--- config.mk ---
export PLATFORM = sky130hd
export DESIGN_NAME = calc_op_sequencer
export DESIGN_NICKNAME = d
export VERILOG_FILES = /design/src/rtl/calc_pkg.sv /design/src/rtl/calc_range_check.sv /design/src/rtl/calc_op_sequencer.sv
export SDC_FILE = /design/constraint.sdc
export NUM_CORES = 1
export LEC_CHECK = 0
export CELL_PAD_IN_SITES_DETAIL_PLACEMENT = 0
export CELL_PAD_IN_SITES_GLOBAL_PLACEMENT = 2
export CORE_AREA = 2 2 248 250
export DETAILED_ROUTE_END_ITERATION = 16
export DIE_AREA = 0 0 250 252
export PLACE_DENSITY_LB_ADDON = 0.25
export SETUP_SLACK_MARGIN = 0.4
export SYNTH_ARGS = -nofsm -noshare
export SYNTH_HDL_FRONTEND = slang
export SYNTH_HIERARCHICAL = 1
export SYNTH_SLANG_ARGS = --single-unit
--- constraint.sdc ---
create_clock -name clk -period 5.6 [get_ports clk]
set_clock_uncertainty 0.05 [all_clocks]
set_input_delay 0.84 -clock clk [delete_from_list [all_inputs] [get_ports clk]]
set_output_delay 0.84 -clock clk [all_outputs]
set_load 0.02 [all_outputs]
--- src/rtl/calc_pkg.sv ---
// Shared types and constants for the calculator sequencer and its range checker.
package calc_pkg;

    localparam int unsigned NB_DEFAULT      = 64;
    localparam logic [63:0] MAX_MAG_DEFAULT = 64'd999_999_999_999;

    typedef enum logic [2:0] {
        OP_ADD   = 3'd0,
        OP_SUB   = 3'd1,
        OP_MUL   = 3'd2,
        OP_DIV   = 3'd3,
        OP_POW   = 3'd4,
        OP_LOAD  = 3'd5,
        OP_CLEAR = 3'd6,
        OP_RSVD  = 3'd7
    } op_e;

    typedef enum logic [2:0] {
        ERR_OK     = 3'd0,
        ERR_DIV0   = 3'd1,
        ERR_NEGEXP = 3'd2,
        ERR_BADOP  = 3'd3,
        ERR_OVF    = 3'd4
    } err_e;

    typedef enum logic [1:0] {
        ST_IDLE = 2'd0,
        ST_EXEC = 2'd1,
        ST_RESP = 2'd2
    } state_e;

    function automatic logic [7:0] sat_inc8(input logic [7:0] v);
        return (v == 8'hFF) ? v : v + 8'd1;
    endfunction

endpackage

--- src/rtl/calc_range_check.sv ---
// Combinational signed magnitude test: flags |x| > MAX_MAG, most-negative value always flagged.
module calc_range_check
    import calc_pkg::*;
#(
    parameter int unsigned      NB      = NB_DEFAULT,
    parameter logic [NB-1:0]    MAX_MAG = NB'(MAX_MAG_DEFAULT)
) (
    input  logic [NB-1:0] val_i,
    output logic          ovf_c_o
);

    logic [NB:0] ext_c;
    logic [NB:0] mag_c;
    logic        min_neg_c;

    // One extra bit so negating the most-negative value cannot wrap.
    assign ext_c     = {val_i[NB-1], val_i};
    assign mag_c     = val_i[NB-1] ? (~ext_c) + (NB+1)'(1) : ext_c;
    assign min_neg_c = (val_i == {1'b1, {(NB-1){1'b0}}});
    assign ovf_c_o   = min_neg_c || (mag_c > {1'b0, MAX_MAG});

endmodule

--- src/rtl/calc_op_sequencer.sv ---
// Command sequencer for the 5-op calculator datapath: pre-checks, timed execution,
// result range check, accumulator and error counting.
module calc_op_sequencer
    import calc_pkg::*;
#(
    parameter int unsigned   NB      = NB_DEFAULT,
    parameter int unsigned   DP_LAT  = 1,
    parameter logic [NB-1:0] MAX_MAG = NB'(MAX_MAG_DEFAULT)
) (
    input  logic          clk,
    input  logic          rst_n,
    input  logic          cmd_valid,
    output logic          cmd_ready,
    input  logic [2:0]    cmd_op,
    input  logic [NB-1:0] cmd_a,
    input  logic [NB-1:0] cmd_b,
    input  logic          cmd_use_acc,
    output logic [NB-1:0] dp_a,
    output logic [NB-1:0] dp_b,
    output logic [2:0]    dp_op,
    input  logic [NB-1:0] dp_result,
    output logic          rsp_valid,
    input  logic          rsp_ready,
    output logic [NB-1:0] rsp_result,
    output logic [2:0]    rsp_err,
    output logic [NB-1:0] acc_value,
    output logic [7:0]    err_cnt
);

    localparam int unsigned CNT_W    = (DP_LAT > 1) ? $clog2(DP_LAT) : 1;
    localparam logic [CNT_W-1:0] CNT_LAST = CNT_W'(DP_LAT - 1);

    state_e            state_q, state_d;
    logic              cmd_ready_q, cmd_ready_d;
    logic              rsp_valid_q, rsp_valid_d;
    logic [NB-1:0]     rsp_result_q, rsp_result_d;
    err_e              rsp_err_q, rsp_err_d;
    logic [NB-1:0]     dp_a_q, dp_a_d;
    logic [NB-1:0]     dp_b_q, dp_b_d;
    logic [2:0]        dp_op_q, dp_op_d;
    logic [CNT_W-1:0]  cnt_q, cnt_d;
    logic [NB-1:0]     acc_q, acc_d;
    logic [7:0]        err_cnt_q, err_cnt_d;

    op_e               op_c;
    logic [NB-1:0]     eff_a_c;
    logic [NB-1:0]     chk_a_c;
    logic              arith_c;
    logic              a_ovf_c, b_ovf_c, r_ovf_c;
    logic              early_c;
    logic              clear_c;
    err_e              early_err_c;
    logic [NB-1:0]     early_res_c;

    assign op_c    = op_e'(cmd_op);
    assign eff_a_c = cmd_use_acc ? acc_q : cmd_a;
    assign chk_a_c = (op_c == OP_LOAD) ? cmd_a : eff_a_c;
    assign arith_c = (cmd_op <= 3'd4);

    calc_range_check #(.NB(NB), .MAX_MAG(MAX_MAG)) u_rc_a (.val_i(chk_a_c),   .ovf_c_o(a_ovf_c));
    calc_range_check #(.NB(NB), .MAX_MAG(MAX_MAG)) u_rc_b (.val_i(cmd_b),     .ovf_c_o(b_ovf_c));
    calc_range_check #(.NB(NB), .MAX_MAG(MAX_MAG)) u_rc_r (.val_i(dp_result), .ovf_c_o(r_ovf_c));

    // Next-state and registered-output logic.
    always_comb begin
        state_d      = state_q;
        cmd_ready_d  = cmd_ready_q;
        rsp_valid_d  = rsp_valid_q;
        rsp_result_d = rsp_result_q;
        rsp_err_d    = rsp_err_q;
        dp_a_d       = dp_a_q;
        dp_b_d       = dp_b_q;
        dp_op_d      = dp_op_q;
        cnt_d        = cnt_q;
        acc_d        = acc_q;
        err_cnt_d    = err_cnt_q;
        early_c      = 1'b0;
        clear_c      = 1'b0;
        early_err_c  = ERR_OK;
        early_res_c  = '0;

        case (state_q)
            ST_IDLE: begin
                if (cmd_valid) begin
                    early_c = 1'b1;
                    if (op_c == OP_RSVD) begin
                        early_err_c = ERR_BADOP;
                    end else if ((op_c == OP_DIV) && (cmd_b == '0)) begin
                        early_err_c = ERR_DIV0;
                    end else if ((op_c == OP_POW) && cmd_b[NB-1]) begin
                        early_err_c = ERR_NEGEXP;
                    end else if (arith_c && (a_ovf_c || b_ovf_c)) begin
                        early_err_c = ERR_OVF;
                    end else if (op_c == OP_LOAD) begin
                        if (a_ovf_c) begin
                            early_err_c = ERR_OVF;
                        end else begin
                            acc_d       = cmd_a;
                            early_res_c = cmd_a;
                        end
                    end else if (op_c == OP_CLEAR) begin
                        acc_d   = '0;
                        clear_c = 1'b1;
                    end else begin
                        early_c     = 1'b0;
                        dp_a_d      = eff_a_c;
                        dp_b_d      = cmd_b;
                        dp_op_d     = cmd_op;
                        cnt_d       = '0;
                        cmd_ready_d = 1'b0;
                        state_d     = ST_EXEC;
                    end

                    if (early_c) begin
                        state_d      = ST_RESP;
                        cmd_ready_d  = 1'b0;
                        rsp_valid_d  = 1'b1;
                        rsp_result_d = early_res_c;
                        rsp_err_d    = early_err_c;
                        if (clear_c) begin
                            err_cnt_d = '0;
                        end else if (early_err_c != ERR_OK) begin
                            err_cnt_d = sat_inc8(err_cnt_q);
                        end
                    end
                end
            end

            ST_EXEC: begin
                if (cnt_q == CNT_LAST) begin
                    state_d     = ST_RESP;
                    rsp_valid_d = 1'b1;
                    if (r_ovf_c) begin
                        rsp_result_d = '0;
                        rsp_err_d    = ERR_OVF;
                        err_cnt_d    = sat_inc8(err_cnt_q);
                    end else begin
                        rsp_result_d = dp_result;
                        rsp_err_d    = ERR_OK;
                        acc_d        = dp_result;
                    end
                end else begin
                    cnt_d = cnt_q + CNT_W'(1);
                end
            end

            ST_RESP: begin
                if (rsp_ready) begin
                    state_d     = ST_IDLE;
                    rsp_valid_d = 1'b0;
                    cmd_ready_d = 1'b1;
                end
            end

            default: begin
                state_d     = ST_IDLE;
                rsp_valid_d = 1'b0;
                cmd_ready_d = 1'b1;
            end
        endcase
    end

    always_ff @(posedge clk or negedge rst_n) begin
        if (!rst_n) begin
            state_q      <= ST_IDLE;
            cmd_ready_q  <= 1'b1;
            rsp_valid_q  <= 1'b0;
            rsp_result_q <= '0;
            rsp_err_q    <= ERR_OK;
            dp_a_q       <= '0;
            dp_b_q       <= '0;
            dp_op_q      <= '0;
            cnt_q        <= '0;
            acc_q        <= '0;
            err_cnt_q    <= '0;
        end else begin
            state_q      <= state_d;
            cmd_ready_q  <= cmd_ready_d;
            rsp_valid_q  <= rsp_valid_d;
            rsp_result_q <= rsp_result_d;
            rsp_err_q    <= rsp_err_d;
            dp_a_q       <= dp_a_d;
            dp_b_q       <= dp_b_d;
            dp_op_q      <= dp_op_d;
            cnt_q        <= cnt_d;
            acc_q        <= acc_d;
            err_cnt_q    <= err_cnt_d;
        end
    end

    assign cmd_ready  = cmd_ready_q;
    assign rsp_valid  = rsp_valid_q;
    assign rsp_result = rsp_result_q;
    assign rsp_err    = rsp_err_q;
    assign dp_a       = dp_a_q;
    assign dp_b       = dp_b_q;
    assign dp_op      = dp_op_q;
    assign acc_value  = acc_q;
    assign err_cnt    = err_cnt_q;

endmodule
# Word-level counts from Yosys, hierarchy flattened
# Index checks and enable logic that the tools add are counted.
# totals
reg_bits	275
in_bits	200
out_inout_bits	272
elab_cells	173
# op_classes
add_sub_neg	5
order_cmp	4
eq_ne	32
mux	92
n_bitwise	10
reduce_logical	19
# op_table
cell	count
two-way mux 64 bit	22
one-hot mux 64 bit (2 select lines)	2
adder 65 x 1 -> 65 bit (second input constant)	3
> comparator 65 x 40 -> 1 bit (second input constant)	3
two-way mux 65 bit	3
NOT 65 bit	3
equality test 64 bit (second input constant)	3
zero test 64 bit	1
two-way mux 8 bit	7
two-way mux 3 bit	12
two-way mux 1 bit	30
inequality test 3 bit (second input constant)	9
inequality test 2 bit (second input constant)	12
two-way mux 2 bit	10
AND reduction 9 bit	2
one-hot mux 8 bit (2 select lines)	1
AND reduction 8 bit	2
equality test 3 bit (second input constant)	4
AND reduction 10 bit	1
adder 8 x 1 -> 8 bit (second input constant)	1
equality test 8 bit (second input constant)	1
AND reduction 4 bit	2
NOT 1 bit	7
one-hot mux 1 bit (3 select lines)	2
other kinds (14)	19

# Depth between registers and ports, before layout
# Gate-level depths: netlist of run 1.
# depth
ltp_word	21
ltp_mapped	26
depth_no_buf	21

# Modules after synthesis
# Netlist of run 1, hierarchy kept.
# by_module_without_submodules
mod	instances	cells_per_inst	area_each_um2	seq_area_each_um2
calc_op_sequencer	1	1069	12401.9	6857.8
calc_range_check	3	285	1843.0	0.0

# Worst setup path before layout of run 1
# No wires, ideal clock.
# synth_timing
path_kind	input -> register
start	input cmd_op[1]
end	register dp_b_q[0], in the netlist dp_b[0]
setup_time_ps	125
arrival_time_ps	6041
required_ps	5425
setup_slack_ps	-616
cell_stages	23
path_cell_list	clkbuf_1 -> inv_1 -> nand3_1 -> nand2_1 -> clkbuf_1 -> mux2_2 -> buf_2 -> nor4_4 -> nand4_4 -> or4_4 -> or4b_1 -> o211ai_1 -> o311a_1 -> nand4_1 -> or3_1 -> nor2_1 -> nand2_1 -> a21o_1 -> a211o_1 -> buf_4 -> buf_4 -> buf_4 -> mux2_2
# synth_between
elab_chain_len	11
word_cells_on_any_way	24
cone_classes	add/sub: 1; order compare: 2; eq/ne: 6; mux: 2; bitwise: 7; reduce/logical: 6
# synth_lines
item	line	source
from (decl)	calc_op_sequencer.sv:14	input logic [2:0] cmd_op,
equality test 3 bit (*)	calc_op_sequencer.sv:57	assign chk_a_c = (op_c == OP_LOAD) ? cmd_a : eff_a_c;
two-way mux 64 bit (*)	calc_op_sequencer.sv:57	
net chk_a_c[23]	calc_op_sequencer.sv:47	logic [NB-1:0] chk_a_c;
NOT 65 bit	calc_range_check.sv:18	assign mag_c = val_i[NB-1] ? (~ext_c) + (NB+1)'(1) : ext_c;
adder 65 x 1 -> 65 bit	calc_range_check.sv:18	
two-way mux 65 bit	calc_range_check.sv:18	
> comparator 65 x 40 -> 1 bit	calc_range_check.sv:20	assign ovf_c_o = min_neg_c || (mag_c > {1'b0, MAX_MAG});
logical OR 1 bit (*)	calc_range_check.sv:20	
net a_ovf_c	calc_op_sequencer.sv:49	logic a_ovf_c, b_ovf_c, r_ovf_c;
logical OR 1 bit (*)	calc_op_sequencer.sv:92	end else if (arith_c && (a_ovf_c || b_ovf_c)) begin
logical AND 1 bit (*)	calc_op_sequencer.sv:92	
NOT 1 bit (no line) (*)	--	
AND reduction 8 bit (no line) (*)	--	
to (signal assigned)	calc_op_sequencer.sv:183	dp_b_q <= dp_b_d;
to (decl)	calc_op_sequencer.sv:39	logic [NB-1:0] dp_b_q, dp_b_d;
# Mark *: on every way through the listed nets, which the timed path passes. The rest lies on a longest branch.
# A chain may end at the register's enable or synchronous reset.

# Final worst setup path of run 1
# layout_timing
start	input cmd_b[1]
end	register rsp_err_q[1], in the netlist rsp_err[1]
# layout_between
elab_chain_len	16
word_cells_on_any_way	27
cone_classes	add/sub: 1; order compare: 1; eq/ne: 2; mux: 16; bitwise: 1; reduce/logical: 6
# layout_lines
item	line	source
from (decl)	calc_op_sequencer.sv:16	input logic [NB-1:0] cmd_b,
NOT 65 bit	calc_range_check.sv:18	
adder 65 x 1 -> 65 bit	calc_range_check.sv:18	
two-way mux 65 bit	calc_range_check.sv:18	
> comparator 65 x 40 -> 1 bit	calc_range_check.sv:20	
logical OR 1 bit (*)	calc_range_check.sv:20	
net b_ovf_c	calc_op_sequencer.sv:49	
logical OR 1 bit (*)	calc_op_sequencer.sv:92	
logical AND 1 bit (*)	calc_op_sequencer.sv:92	
two-way mux 3 bit	calc_op_sequencer.sv:92	
two-way mux 3 bit	calc_op_sequencer.sv:90	end else if ((op_c == OP_POW) && cmd_b[NB-1]) begin
two-way mux 3 bit	calc_op_sequencer.sv:88	end else if ((op_c == OP_DIV) && (cmd_b == '0)) begin
two-way mux 3 bit	calc_op_sequencer.sv:86	if (op_c == OP_RSVD) begin
two-way mux 3 bit	calc_op_sequencer.sv:84	if (cmd_valid) begin
two-way mux 3 bit	calc_op_sequencer.sv:82	case (state_q)
two-way mux 3 bit	calc_op_sequencer.sv:114	if (early_c) begin
two-way mux 3 bit	calc_op_sequencer.sv:84	
one-hot mux 3 bit (2 select lines)	calc_op_sequencer.sv:82	
to (signal assigned)	calc_op_sequencer.sv:181	rsp_err_q <= rsp_err_d;
to (decl)	calc_op_sequencer.sv:37	err_e rsp_err_q, rsp_err_d;
# Mark *: on every way through the listed nets, which the timed path passes. The rest lies on a longest branch. The select of a mux whose other input is x is not followed.

==> results of run 1 <==
[area by class of cell]
class,count,area share (%)
Multi-Input combinational cell,1513,39.0
Timing Repair Buffer,836,29.8
Sequential cell,274,23.6
Clock buffer,50,3.55
Tap cell,782,3.36
Inverter,24,0.353
Clock inverter,8,0.331
Antenna cell,1,0.00860
[final timing paths]
check	startpoint	endpoint	slack, ns	cells past startpoint
setup reg to reg	acc_value[25]	rsp_err[1]	0.72	20
max in group asynchronous	rst_n	rsp_result[27]	4.18	2
setup / recovery	cmd_b[1]	rsp_err[1]	0.21	25
hold reg to reg	dp_a[49]	dp_a[49]	0.43	2
min in group clk	dp_a[49]	dp_a[49]	0.43	2
hold / removal	rst_n	dp_b[3]	0.26	1
[logic make-up (layout without fill, tap and decap cells)]
group / Yosys count / count (layout) / share of synthesized area (%)
muxes: 206 / 206 / 12.4
AOI/OAI and AO/OA: 525 / 526 / 20.2
xor gates and xnor gates: 60 / 60 / 2.93
buffers and inverters: 138 / 918 / 3.35
and+or+nand+nor: 717 / 717 / 22.6
adders and majority gates: 4 / 4 / 0.279
other: 0 / 1 / 0
DFF: 274 / 274 / 38.2
[power groups by stage]
stage,combinational [W],clock [W],sequential [W]
after global routing,0.00299,0.00238,0.00264
after CTS,0.00272,0.00232,0.00257
after floorplan,0.000754,0,0.00298
final,0.00284,0.00226,0.00259
after global placement,0.00253,0,0.00259
after detailed placement,0.00255,0,0.00260
[registers in the layout, indices dropped and copies added (netlist names)]
name and count:
dp_op 3, rsp_result 64, err_cnt 8, dp_b 64
rsp_valid 1, cmd_ready 1, state_q 2, dp_a 64
rsp_err 3, acc_value 64
[per-layer routing]
metal / global-route usage (%) / vias to the layer above
met3: 4.85 / 114
met1: 34.0 / 9693
li1: - / 8856
met2: 41.1 / 686
met4: 7.51 / 4
met5: 0 / -
[per-stage QoR]
step / hold slack [ns] / total power [W] / TNS [ns] / std cells
floorplan: 0.494 / 0.00373 / 0 / 1924
global placement: 0.410 / 0.00512 / -176.73 / 3333
detailed placement: 0.414 / 0.00516 / -189.91 / 3333
CTS: 0.262 / 0.00762 / 0 / 3450
global route: 0.295 / 0.00801 / 0 / 3488
finish: 0.261 / 0.00769 / 0 / 3488
[synthesized netlist by cell type (26+ instances only)]
cell      number
o21ai_0      119
dfrtp_1      273
nor4_1        61
a21oi_1       43
a21o_1       131
a22oi_1       70
xnor2_1       33
nand3_1       35
o31ai_1       26
mux2i_1       77
mux2_2       129
nor2_1       166
nor3_1        82
nand2_1      156
xor2_1        27
clkbuf_1      77
[repair_timing]
action | in CTS | in global routing
gates cloned | 22 | 21
setup endpoints to repair | 273 | 273
buffers inserted | 37 | 16
pin swaps | 28 | 115
gates resized for setup | 81 | 197
==> flow_metrics.tcl, run 1 <==
set metrics [dict create \
    place_congestion 0.898 \
    numPortBuffers 471 \
    p_per_area_nw_per_um2 264 \
    insertion_delay_ns 0.55 \
    seq_power_share_pct 33.7 \
    die_h_um 252 \
    synth_edf_count 0 \
    clockBufferDepth 3 \
    synth_area_um2 17900 \
    drv_slew 0 \
    syn-mean-instance-area_um2 9.32 \
    clock_power_share_pct 29.3 \
    setup-violations-final 0 \
    period_needed_ns 5.39 \
    met3_length_um 5140 \
    period_share_pct 96.3 \
    start_util_pct 29.8 \
    ioPinCount 472 \
    p_leak_nw 12.9 \
    critical_path_class "in -> reg" \
    slowest_delay_ns 0.52 \
    synth_seq_cells 274 \
    route.met2.wl_um 40500 \
    yosysTopAreaCell "dfrtp_1" \
    p_int_w 0.00507 \
    cap_violations 0 \
    htree_levels 2 \
    fill_cells 5668 \
    synth.top_cell.area_share_pct 38.1 \
    areaGrowthSynthToFinish_pct 62.2 \
    cp_top_family "simple AND/OR/NAND/NOR gates" \
    synth_area_leaders "dfrtp_1 (38%), mux2_2 (8.1%), a21o_1 (5.5%)" \
    drt_first_pass_iters 6 \
    grt_usage_pct 25.2 \
    rows 90 \
    vias_per_cell 5.55 \
    cts_tree "done" \
    yosysWarnings 6 \
    drt-met1-wl_um 38100 \
    grt_setup_unrepaired "yes" \
    core-area_um2 60100 \
    hp-class "in -> async" \
    maxUsedRoutingLayer "met5" \
    wl_per_cell_um 24.6 \
    final_cell_area_um2 29100 \
    worst-path-buf-inv 9 \
    mostFrequentLayoutCells "clkdlybuf4s50_1 (464), dfrtp_1 (273), buf_4 (271), a21o_1 (130), nor2_1 (120)" \
    dpl_cell_area_um2 25600 \
    cp.arrival_ns 5.83 \
    final_util_pct 48.4 \
    setup_ws_ns 0.206 \
    cts_made_buffers 34 \
    synthFlopType "dfrtp_1" \
    dp_hpwl_um 59000 \
    wl_um 85800 \
    vdd_drop_max_mv 0.181 \
    async_reset_ff_share_pct 100 \
    place_ws_ns -0.816 \
    cts.clk_slew.worst_paths_ns 0.06 \
    grt_pass1_vias 19194 \
    worst-slew-pin-transition_ns 1.04 \
    register_area_um2 6860 \
    ant_nets 0 \
    drt_iter0_drc 1364 \
    outcome "finished, final reports clean" \
    die_w_um 250 \
    switching_share_pct 34.0 \
    synth_cell_types 73 \
    final_common_cell "clkdlybuf4s50_1" \
    num_vias 19353 \
    die-area_um2 63000 \
    cp_common_cell "buf_4" \
    startpoint_type "input port" \
    synth_cells 1924 \
    grt-ovfl-total 0 \
    required_ns 6.04 \
    antenna_found_initial 3 \
    nets 2887 \
    critPathCaptureType "flip-flop" \
    grt_pass1_wl_um 122000 \
    cts_root_buffer "clkbuf_16" \
    cts_hold_buf 0 \
    cts.sinks 274 \
    drc 0 \
    fmax_mhz 185 \
    seq_area_frac_synth_pct 38.2 \
    relSlewSlack_pct 30.2 \
    pwr-share-comb_pct 36.9 \
    grt_max_degree 96 \
    cp_slowest_cell "clkdlybuf4s50_1" \
    final-hold-violation-count 0 \
    cp_max_fo 7 \
    drive_gt1_share_pct 28.4 \
    synth_nets 2128 \
    switching_power_w 0.00261 \
    multi_input_area_um2 11400 \
]
Note: power is estimated with default switching activity, not from simulation.
==> run 2: changes to the inputs <==
Settings changed: SKIP_CTS_REPAIR_TIMING set to 1.
==> flow_metrics.tcl, run 2 (same netlist as run 1, synthesis figures left out) <==
set metrics [dict create \
    drv_slew 0 \
    switching_power_w 0.00256 \
    worst-slew-pin-transition_ns 1.43 \
    grt_pass1_vias 18634 \
    final_cell_area_um2 28000 \
    core-area_um2 60100 \
    cts.sinks 274 \
    startpoint_type "input port" \
    ant_nets 0 \
    dp_hpwl_um 59000 \
    seq_power_share_pct 34.2 \
    r2r_cells 15 \
    wl_um 84800 \
    p_leak_nw 12.4 \
    ioPinCount 472 \
    final-hold-violation-count 0 \
    place_congestion 0.898 \
    insertion_delay_ns 0.55 \
    multi_input_area_um2 11000 \
    nets 2849 \
    grt_usage_pct 23.7 \
    areaGrowthSynthToFinish_pct 56.1 \
    die_h_um 252 \
    die_w_um 250 \
    outcome "finished, final reports clean" \
    vias_per_cell 5.55 \
    grt_pass1_wl_um 116000 \
    drc 0 \
    fill_cells 5765 \
    cts_made_buffers 34 \
    regToRegSetupSlack_ns 0.73 \
    p_per_area_nw_per_um2 269 \
    period_share_pct 97.2 \
    hp-class "in -> async" \
    rows 90 \
    register_area_um2 6860 \
    cap_violations 0 \
    grt_setup_unrepaired "yes" \
    grt_max_degree 96 \
    tns_ns 0 \
    fmax_mhz 184 \
    numPortBuffers 471 \
    cts_tree "done" \
    switching_share_pct 33.9 \
    cp_max_fo 8 \
    num_vias 19161 \
    die-area_um2 63000 \
    clock_power_share_pct 29.8 \
    drt_iter0_drc 1220 \
    relSlewSlack_pct 4.16 \
    drive_gt1_share_pct 24.9 \
    cp-startpoint "cmd_op[1]" \
    clockBufferDepth 3 \
    required_ns 5.98 \
    dpl_cell_area_um2 25600 \
    htree_levels 2 \
    final_common_cell "clkdlybuf4s50_1" \
    final_util_pct 46.5 \
    cts_root_buffer "clkbuf_16" \
    mostFrequentLayoutCells "clkdlybuf4s50_1 (464), dfrtp_1 (273), buf_4 (268), nand2_1 (149), a21o_1 (129)" \
    grt-ovfl-total 0 \
    critical_path_class "in -> reg" \
    r2r-end "dp_b[12]" \
    wl_per_cell_um 24.6 \
    drt_first_pass_iters 5 \
    start_util_pct 29.8 \
    cp-endpoint "dp_b[12]" \
    cts.clk_slew.worst_paths_ns 0.06 \
    pwr-share-comb_pct 36.0 \
    antenna_found_initial 4 \
    cp.arrival_ns 5.82 \
    vdd_drop_max_mv 0.181 \
    critPathCaptureType "flip-flop" \
    period_needed_ns 5.44 \
    p_int_w 0.00498 \
    worstReg2RegStart "acc_value[25]" \
    setup-violations-final 0 \
]
==> run 2: layout make-up <==
cell class	instances	area share, %
diodes	1	0.00894
repair buffers	796	28.2
clock inverters	8	0.344
clock buffers	50	3.69
multi-input cells	1515	39.4
inverters	24	0.367
well taps	782	3.50
flip-flops and latches	274	24.5
==> run 2: how the worst min path moves through the flow <==
stage	endpoint	slack [ns]	cells after the start
2_1_floorplan	acc_value[0]	0.49	0
3_3_place_gp	rsp_result[15]	0.41	1
3_5_place_dp	rsp_result[11]	0.41	1
4_1_cts	dp_b[3]	0.26	1
5_1_grt	dp_b[3]	0.29	1
6_report	dp_b[3]	0.26	1
==> run 2: power groups by stage <==
stage               Combinational (W)  Clock (W)  Sequential [W]
finish                        0.00271    0.00225         0.00258
global route                  0.00286    0.00238         0.00262
CTS                           0.00256    0.00232         0.00257
detailed placement            0.00255          0         0.00260
global placement              0.00253          0         0.00259
floorplan                    0.000754          0         0.00298
==> run 2: worst max-delay path, stage by stage <==
cell and delay, ns:
buf_8 0.11, clkinv_8 0.04, nand3_4 0.11, nand2_8 0.17, buf_12 0.15, buf_6 0.11
mux2_4 0.33, nor4_4 0.38, nand4_4 0.16, or4_4 0.61, or4b_4 0.50, o211ai_1 0.20
o311a_1 0.19, nand4_1 0.11, or3_4 0.43, nor2_4 0.13, nand2_2 0.07, a21o_4 0.25
a211o_4 0.42, clkbuf_16 0.21, mux2_4 0.30
==> run 2: metrics by stage <==
| stage | hold WS, ns | instances | worst slack, ns | power, W |
|---|---|---|---|---|
| 4_1_cts | 0.262 | 3391 | -0.249 | 0.00746 |
| 6_report | 0.260 | 3450 | 0.157 | 0.00754 |
| 3_3_place_gp | 0.410 | 3333 | -0.754 | 0.00512 |
| 2_1_floorplan | 0.494 | 1924 | 0.126 | 0.00373 |
| 3_5_place_dp | 0.414 | 3333 | -0.816 | 0.00516 |
| 5_1_grt | 0.292 | 3450 | 0.0498 | 0.00786 |
==> run 2: per-layer routing <==
layer  GRT usage, %  wire, µm  up-vias  share of wire (%)
met5              0        21        -              0.025
met4           6.28      2120        4                2.5
met3           4.65      5040      116                5.9
met2           38.3     39300      643                 46
met1           32.3     38300     9623                 45
li1               -         -     8775                  -
